[config.mk]
export PLATFORM = sky130hd
export DESIGN_NAME = mod_updown_cnt_flat
export DESIGN_NICKNAME = d
export VERILOG_FILES = /design/src/rtl/mod_updown_cnt_if.sv /design/src/rtl/mod_updown_cnt.sv /design/src/flat_wrapper.sv
export SDC_FILE = /design/constraint.sdc
export NUM_CORES = 1
export LEC_CHECK = 0
export ABC_AREA = 1
export BUFFER_PORTS_ARGS = -buffer_cell sky130_fd_sc_hd__buf_2
export CORE_AREA = 2 2 39 41
export DETAILED_ROUTE_END_ITERATION = 10
export DIE_AREA = 0 0 41 43
export GPL_TIMING_DRIVEN = 0
export HOLD_SLACK_MARGIN = 0.06
export PLACE_DENSITY = 0.8
export REMOVE_ABC_BUFFERS = 1
export SLEW_MARGIN = 10
export SYNTH_ARGS = -nofsm -noshare
export SYNTH_HDL_FRONTEND = slang
export SYNTH_SLANG_ARGS = --single-unit
export TNS_END_PERCENT = 50
[constraint.sdc]
create_clock -name CLK -period 5 [get_ports CLK]
set_input_delay 1 -clock CLK [delete_from_list [all_inputs] [get_ports CLK]]
set_output_delay 1 -clock CLK [all_outputs]
set_load 0.02 [all_outputs]
[src/rtl/mod_updown_cnt_if.sv]
// mod_updown_cnt_if: control/status bundle for mod_updown_cnt; WRAP_CNT exists only with MODCNT_WRAP_CNT_EN
interface mod_updown_cnt_if #(
   parameter int WIDTH = 3
`ifdef MODCNT_WRAP_CNT_EN
   , parameter int WRAP_CNT_WIDTH = 8
`endif
);
   logic             CLEAR;
   logic             LOAD;
   logic [WIDTH-1:0] LOAD_VAL;
   logic             UP_EN;
   logic             DOWN_EN;
   logic [WIDTH-1:0] STEP;
   logic             ONESHOT;
   logic [WIDTH-1:0] CNT;
   logic             TC;
   logic             WRAP;
   logic             ERR;
   logic             HALTED;
`ifdef MODCNT_WRAP_CNT_EN
   logic [WRAP_CNT_WIDTH-1:0] WRAP_CNT;
`endif
   modport master (
      output CLEAR, LOAD, LOAD_VAL, UP_EN, DOWN_EN, STEP, ONESHOT,
      input  CNT, TC, WRAP, ERR, HALTED
`ifdef MODCNT_WRAP_CNT_EN
      , input WRAP_CNT
`endif
   );
   modport slave (
      input  CLEAR, LOAD, LOAD_VAL, UP_EN, DOWN_EN, STEP, ONESHOT,
      output CNT, TC, WRAP, ERR, HALTED
`ifdef MODCNT_WRAP_CNT_EN
      , output WRAP_CNT
`endif
   );
endinterface

[src/rtl/mod_updown_cnt.sv]
// mod_updown_cnt: modulo up/down counter with step, load, one-shot halt and wrap pulse; MODCNT_WRAP_CNT_EN adds a saturating wrap tally
module mod_updown_cnt #(
   parameter int WIDTH  = 3,
   parameter int MODULO = 7
`ifdef MODCNT_WRAP_CNT_EN
   , parameter int WRAP_CNT_WIDTH = 8
`endif
) (
   input logic             CLK,
   input logic             RSTN,
   mod_updown_cnt_if.slave bus
);
   localparam logic [WIDTH:0]   mod_v = (WIDTH+1)'(MODULO);
   localparam logic [WIDTH-1:0] top_v = WIDTH'(MODULO-1);
   typedef enum logic {RUN, HALT} state_t;
   state_t           state_q, state_d;
   logic [WIDTH-1:0] cnt_q, cnt_d;
   logic             wrap_q, wrap_d, err_q, err_d;
   logic [WIDTH:0]   s_up, s_dn;
   logic             up_wrap, dn_wrap;
   // next count, state and pulses: clear beats load beats counting
   always_comb begin
      s_up    = {1'b0, cnt_q} + {1'b0, bus.STEP};
      s_dn    = {1'b0, cnt_q} - {1'b0, bus.STEP};
      up_wrap = s_up >= mod_v;
      dn_wrap = cnt_q < bus.STEP;
      cnt_d   = cnt_q;
      state_d = state_q;
      wrap_d  = 1'b0;
      err_d   = 1'b0;
      if (bus.CLEAR) begin
         cnt_d   = '0;
         state_d = RUN;
      end else if (bus.LOAD) begin
         state_d = RUN;
         err_d   = {1'b0, bus.LOAD_VAL} >= mod_v;
         cnt_d   = err_d ? top_v : bus.LOAD_VAL;
      end else if (state_q == RUN && (bus.UP_EN ^ bus.DOWN_EN) && bus.STEP != '0) begin
         if ({1'b0, bus.STEP} >= mod_v) begin
            err_d = 1'b1;
         end else begin
            wrap_d  = bus.UP_EN ? up_wrap : dn_wrap;
            cnt_d   = WIDTH'(bus.UP_EN ? (up_wrap ? s_up - mod_v : s_up)
                                       : (dn_wrap ? s_dn + mod_v : s_dn));
            state_d = (wrap_d && bus.ONESHOT) ? HALT : RUN;
         end
      end
   end
   // state, count and one-cycle pulse registers
   always_ff @(posedge CLK or negedge RSTN) begin
      if (!RSTN) begin
         state_q <= RUN;
         cnt_q   <= '0;
         wrap_q  <= 1'b0;
         err_q   <= 1'b0;
      end else begin
         state_q <= state_d;
         cnt_q   <= cnt_d;
         wrap_q  <= wrap_d;
         err_q   <= err_d;
      end
   end
   assign bus.CNT    = cnt_q;
   assign bus.TC     = cnt_q == top_v;
   assign bus.WRAP   = wrap_q;
   assign bus.ERR    = err_q;
   assign bus.HALTED = state_q == HALT;
`ifdef MODCNT_WRAP_CNT_EN
   logic [WRAP_CNT_WIDTH-1:0] wc_q;
   // wrap tally: saturates at all-ones, cleared by CLEAR but kept across LOAD
   always_ff @(posedge CLK or negedge RSTN) begin
      if (!RSTN) wc_q <= '0;
      else if (bus.CLEAR) wc_q <= '0;
      else if (wrap_d && !(&wc_q)) wc_q <= wc_q + 1'b1;
   end
   assign bus.WRAP_CNT = wc_q;
`endif
endmodule

[src/flat_wrapper.sv]
// flat-port wrapper written by rule: the top's interface ports become plain ports
module mod_updown_cnt_flat 
#(
   parameter int WIDTH  = 3,
   parameter int MODULO = 7

)
  (CLK, RSTN, bus_CLEAR, bus_LOAD, bus_LOAD_VAL, bus_UP_EN, bus_DOWN_EN, bus_STEP, bus_ONESHOT, bus_CNT, bus_TC, bus_WRAP, bus_ERR, bus_HALTED);
  mod_updown_cnt_if #(.WIDTH(WIDTH)) bus_i ();
  input logic CLK;
  input logic RSTN;
  input wire logic [$bits(bus_i.CLEAR)-1:0] bus_CLEAR;
  input wire logic [$bits(bus_i.LOAD)-1:0] bus_LOAD;
  input wire logic [$bits(bus_i.LOAD_VAL)-1:0] bus_LOAD_VAL;
  input wire logic [$bits(bus_i.UP_EN)-1:0] bus_UP_EN;
  input wire logic [$bits(bus_i.DOWN_EN)-1:0] bus_DOWN_EN;
  input wire logic [$bits(bus_i.STEP)-1:0] bus_STEP;
  input wire logic [$bits(bus_i.ONESHOT)-1:0] bus_ONESHOT;
  output wire logic [$bits(bus_i.CNT)-1:0] bus_CNT;
  output wire logic [$bits(bus_i.TC)-1:0] bus_TC;
  output wire logic [$bits(bus_i.WRAP)-1:0] bus_WRAP;
  output wire logic [$bits(bus_i.ERR)-1:0] bus_ERR;
  output wire logic [$bits(bus_i.HALTED)-1:0] bus_HALTED;
  assign bus_i.CLEAR = bus_CLEAR;
  assign bus_i.LOAD = bus_LOAD;
  assign bus_i.LOAD_VAL = bus_LOAD_VAL;
  assign bus_i.UP_EN = bus_UP_EN;
  assign bus_i.DOWN_EN = bus_DOWN_EN;
  assign bus_i.STEP = bus_STEP;
  assign bus_i.ONESHOT = bus_ONESHOT;
  assign bus_CNT = bus_i.CNT;
  assign bus_TC = bus_i.TC;
  assign bus_WRAP = bus_i.WRAP;
  assign bus_ERR = bus_i.ERR;
  assign bus_HALTED = bus_i.HALTED;
  mod_updown_cnt #(.WIDTH(WIDTH), .MODULO(MODULO)) u_core (.CLK(CLK), .RSTN(RSTN), .bus(bus_i));
endmodule
==> impl_metrics.ini, run 1 <==
[hold_path]
min_path_type = flop to flop

[global_routing]
grt_pass1_vias = 667
gr-total-overflow = 0
antenna_found_initial = 0
grt_max_degree = 8
grt_use_total = 0.2097
grt_pass1_wl_um = 2580

[clock_network]
cts_max_path_buffers = 2
clk_latency_ns = 0.24
post_cts_resized = 0
clkSinkCount = 6
clock-root-buffer = clkbuf_4
cts-hold-fix-buffers = 0
ctsHtreeMaxLevel = 1
numCtsBuffers = 3
postCtsSetupRepairBufs = 0
cts_tree = done
clk_pin_slew_ns = 0.04

[timing]
clock_skew_ns = 0.004332
fin_crit_ns = 2.566
rsz0062_at_grt = no
timing.setup.tns_ns = 0
slew_headroom = 0.8078
finalHoldViolCount = 0
slew_viol_final = 0
worstMarginPinSlew_ns = 0.2883
fin_crit_sh = 0.5132
fmaxAchievable_mhz = 389.7
setup_ws_ns = 2.434
finalSetupViolations = 0

[finish]
postLayoutCellArea_um2 = 833.3
antenna_cells = 0
final_cell_mix = 44 x nand2_1, 21 x inv_1, 19 x buf_2, 12 x nand3_1, 10 x nor2_1
drive_above_1_share = 0.1704
mostFrequentLayoutCell = nand2_1
syn_to_final_growth_pct = 19.78
layout.nets = 160

[critical_path]
cp_slowest_cell = fa_1
crit_chain = buf_2, ha_1, fa_1, ha_1, nand3_1, nand3_1, nand2_1, nor3_2, nand2_1, o21ai_0
worst-path-buf-inv = 1
reg2reg_slack_ns = 2.88
critPathMaxFanout = 4
cp-start-kind = primary input
cpLargestDelayFamily = adder cells
critPathCaptureType = flop
worst_path_largest_cell_delay_ns = 0.53
cp_data_required_time_ns = 5.16
worstPathArrival_ns = 2.73
critical_path_class = primary input to flop

[detailed_routing]
wire_per_inst_um = 10.35
vias = 749
firstDrtPassIters = 4
routed_via_density = 4.960
drtAntennaViolNets = 0
initialDrtViolationCount = 10
drc = 0
totalWireLength_um = 1563

[floorplanning]
dieHeight_um = 43
pin_count = 20
core_um2 = 1384
row_count = 14
die_x_um = 41
dieArea_um2 = 1763
start_util = 0.5027

[power_and_ir_drop]
p_leak_nw = 0.5315
peakVddDrop_uv = 245.8
p_per_area_nw_per_um2 = 266.0

[placed_design]
dp_hpwl_um = 1367
gp_congestion = 0.7095
dp_slack_ns = 2.156
place_area_um2 = 810.8
port_buffers = 19

[status]
status = completed

[synth]
synth_cells = 113
synth_area_um2 = 695.7
ys_types = 12
avgSynthCellArea_um2 = 6.156
synth_seq_area_share = 0.2158
synth-seq-cells = 6
ys.warnings.count = 0

[job]
maxCapViolCount = 0
synthesized netlist by cell type:
library cell | number | area, um^2
xor2_1 | 2 | 17.52
inv_1 | 21 | 78.83
a21oi_1 | 2 | 10.01
nor3_2 | 1 | 10.01
nand2_1 | 44 | 165.2
ha_1 | 8 | 100.1
o21ai_0 | 4 | 20.02
dfrtp_1 | 6 | 150.1
nand3_1 | 12 | 60.06
nor2_1 | 10 | 37.54
fa_1 | 2 | 40.04
nand4_1 | 1 | 6.260
logic make-up (layout without fill, tap and decap cells):
kind of cell / count (synthesis) / in the layout / share of synthesized area
simple gates: 68 / 68 / 0.4011
compound gates: 6 / 6 / 0.04317
fa+ha+maj: 10 / 10 / 0.2014
buf+inv: 21 / 43 / 0.1133
xor+xnor: 2 / 2 / 0.02518
flops: 6 / 6 / 0.2158
flip-flops by register name (all words and copies together) (netlist names):
signal,flops
u_core.bus.CNT,3
u_core.bus.HALTED,1
u_core.bus.ERR,1
u_core.bus.WRAP,1
metal layers:
layer | track usage | routed length [um] | up-vias
met5 | 0 | 0 | -
met4 | 0.08000 | 14 | 0
met3 | 0.01571 | 57 | 2
met2 | 0.3594 | 848 | 19
met1 | 0.2550 | 642 | 337
li1 | - | - | 391
worst register-to-register path, cell delays in order, from the launching register on:
cell and delay, ns:
dfrtp_1 0.41, ha_1 0.25, fa_1 0.53, ha_1 0.19
nand3_1 0.14, nand3_1 0.14, nand2_1 0.08, nor3_2 0.16
nand2_1 0.08, o21ai_0 0.08
where the power goes:
part	total (mW)	leakage [nW]	internal (mW)	switching, mW
Sequential	0.0601	0.0794	0.0535	0.00661
Combinational	0.119	0.438	0.0450	0.0736
Clock	0.0430	0.0138	0.0270	0.0160
Total	0.222	0.532	0.125	0.0962
metrics by stage:
step / util / std cells / hold slack (ns) / power [mW]
floorplan: - / 113 / 0.6407 / 0.1452
finish: 0.6022 / 151 / 0.5585 / 0.2216
global placement: 0.5859 / 148 / 0.5480 / 0.1728
global route: 0.6022 / 151 / 0.5774 / 0.2450
detailed placement: 0.5859 / 148 / 0.5560 / 0.1796
CTS: 0.6022 / 151 / 0.5675 / 0.2239
path summary, 6_finish.rpt:
check / endpoint / cells after the start / start
max reg2reg: u_core.bus.HALTED / 9 / u_core.bus.CNT[0]
min reg2reg: u_core.bus.CNT[0] / 2 / u_core.bus.CNT[0]
min in group asynchronous: u_core.bus.HALTED / 1 / RSTN
max: u_core.bus.HALTED / 10 / bus_STEP[0]
max in group asynchronous: u_core.bus.ERR / 1 / RSTN
min: u_core.bus.CNT[0] / 2 / u_core.bus.CNT[0]
layout make-up:
type                       count  area, um^2
fill                         140       550.5
tap                           16       20.02
sequential                     6       150.1
multi-input combinational     86       466.7
clock buffer                   3       22.52
timing repair buffer          19       95.09
inverter                      21       78.83
Note: power is estimated with default switching activity, not from simulation.
==> inputs of run 2 (changes only) <==
- ABC_AREA: 1 -> 0
- CORE_AREA: 2 2 39 41 -> not set
- CORE_MARGIN: not set -> 1
- CORE_UTILIZATION: not set -> 49
- DIE_AREA: 0 0 41 43 -> not set
- PLACE_DENSITY: 0.8 -> 0.77
- clock period: 5 -> 2.7 ns (I/O delays scaled with it)
==> run 2 against run 1 <==
Net effect:
- sequential share of layout area up 1.2 points
- die area decreased by 15%
- routed wire length down 11%
- area after synthesis is 4.7% lower
- final area down 6.5%
- sequential power up 75%
- clock-buffer cell count did not move
- clock power is 98% higher
- global-route usage grew 3.2 points
- power grew 62%
==> impl_metrics.ini, run 2 <==
[synth]
synth_common_cells = 8 x ha_1, 7 x inv_1, 6 x dfrtp_1, 6 x nand2_1, 5 x nor2_1
synthFlopType = dfrtp_1
synth_area_um2 = 663.1
synth_cells = 77
avgSynthCellArea_um2 = 8.612
synth-seq-cells = 6
synth_edf_count = 0
yosys-top-cells-area = dfrtp_1 23%, ha_1 15%, fa_1 6.0%
synth_seq_area_share = 0.2264
yosysTopAreaCell = dfrtp_1
yosysTopAreaCellShare = 0.2264
async_flop_share = 1.000
ys.warnings.count = 0
synth_most_common_cell = ha_1
ys_types = 34

[timing]
setup_ws_ns = 0.4154
finalHoldViolCount = 0
timing.setup.tns_ns = 0
hold_slack_ns = 0.09521
slew_viol_final = 0
fmaxAchievable_mhz = 437.7
finalSetupViolations = 0
fin_crit_ns = 2.285
rsz0062_at_grt = no
worstMarginPinSlew_ns = 0.3504
slew_headroom = 0.7603
fin_crit_sh = 0.8461
clock_skew_ns = 0.004416

[global_routing]
grt_pass1_vias = 555
met1_usage = 0.3164
busiest_layer = met2
met3_usage = 0.05202
gr-total-overflow = 0
antenna_found_initial = 0
grt_max_degree = 13
grt_use_total = 0.2415
use_met2 = 0.3792
grt_pass1_wl_um = 2339

[placed_design]
dp_slack_ns = 0.1723
gp_congestion = 0.8044
dp_hpwl_um = 1151
numPlacedInstances = 107
port_buffers = 19

[detailed_routing]
totalWireLength_um = 1387
drtAntennaViolNets = 0
routed_via_density = 5.845
vias = 643
initialDrtViolationCount = 17
drc = 0
wire_per_inst_um = 12.61
firstDrtPassIters = 4

[finish]
multi_input_area_um2 = 467.9
regArea_um2 = 150.1
drive_above_1_share = 0.2604
stdcell_count = 110
mostFrequentLayoutCell = buf_2
final_cell_mix = 19 x buf_2, 8 x ha_1, 7 x inv_1, 6 x nand2_1, 6 x dfrtp_1
utilization = 0.6572
largest_reg_flops = 3
syn_to_final_growth_pct = 17.55
layout.nets = 121
nFillCells = 104
antenna_cells = 0

[power_and_ir_drop]
p_per_area_nw_per_um2 = 461.0
p_leak_nw = 0.3953
peakVddDrop_uv = 204.6

[clock_network]
cts-hold-fix-buffers = 0
clock-root-buffer = clkbuf_4
clk_latency_ns = 0.25
postCtsSetupRepairBufs = 0
clk_pin_slew_ns = 0.05
ctsHtreeMaxLevel = 1
post_cts_resized = 0
numCtsBuffers = 3
cts_tree = done
clkSinkCount = 6
cts_max_path_buffers = 2

[floorplanning]
core_um2 = 1186
dieHeight_um = 38.79
start_util = 0.5591
row_count = 12
dieArea_um2 = 1504
die_x_um = 38.79
pin_count = 20

[critical_path]
cp-start-kind = flop
worstPathArrival_ns = 2.45
critical_path_class = flop to flop
critPathMaxFanout = 4
critPathCaptureType = flop
cp_data_required_time_ns = 2.86

[job]
maxCapViolCount = 0

[status]
status = completed

[hold_path]
min_path_type = primary input to asynchronous set/reset pin
==> run 2: where the power goes <==
part	leakage (nW)	switching, mW	internal, mW
clock network	0.0138	0.0347	0.0504
registers	0.0808	0.00844	0.0968
logic	0.301	0.0965	0.0725
total	0.395	0.140	0.220
==> run 2: area by class of cell <==
type                    count  share of cell area
clock buffers               3             0.02889
inverters                   7             0.03371
multi-input cells          61              0.6003
flip-flops and latches      6              0.1926
well taps                  14             0.02247
repair buffers             19              0.1220
==> run 2: per-stage QoR <==
stage / total power [mW] / area, um^2
global placement: 0.2702 / 757.0
CTS: 0.3626 / 779.5
finish: 0.3593 / 779.5
floorplan: 0.2262 / 644.4
detailed placement: 0.2746 / 757.0
global route: 0.3907 / 779.5
==> run 2: kinds of logic after synthesis <==
group	count (synthesis)	share of synthesized area
adder cells (fa/ha/maj)	10	0.2113
flip-flops	6	0.2264
buffers and inverters	10	0.06793
multiplexers	2	0.03019
AO/OA/AOI/OAI	17	0.1774
XOR/XNOR	4	0.05284
AND/OR/NAND/NOR	28	0.2340
==> run 2: worst max-delay path, cell delays in order, from the launching register on <==
cell and delay, ns:
dfrtp_1 0.40, ha_1 0.25, fa_1 0.47, ha_1 0.22, inv_1 0.07, o21ai_2 0.08
or4b_1 0.48, a31oi_1 0.21
==> run 2: per-layer routing <==
layer	vias to the layer above	part of all wire	wire, um
met5	-	0	0
met4	0	0.016	22
met3	2	0.053	74
met2	23	0.46	642
met1	305	0.47	648
li1	313	-	-
==> run 2: final timing paths <==
check / to / cells past startpoint / slack, ns / startpoint
min in group CLK: u_core.bus.ERR / 2 / 0.52 / bus_CLEAR
max: u_core.bus.CNT[0] / 7 / 0.42 / u_core.bus.CNT[0]
min reg2reg: u_core.bus.HALTED / 2 / 0.57 / u_core.bus.HALTED
max in group asynchronous: u_core.bus.CNT[2] / 1 / 2.47 / RSTN
min: u_core.bus.ERR / 1 / 0.1 / RSTN
max reg2reg: u_core.bus.CNT[0] / 7 / 0.42 / u_core.bus.CNT[0]
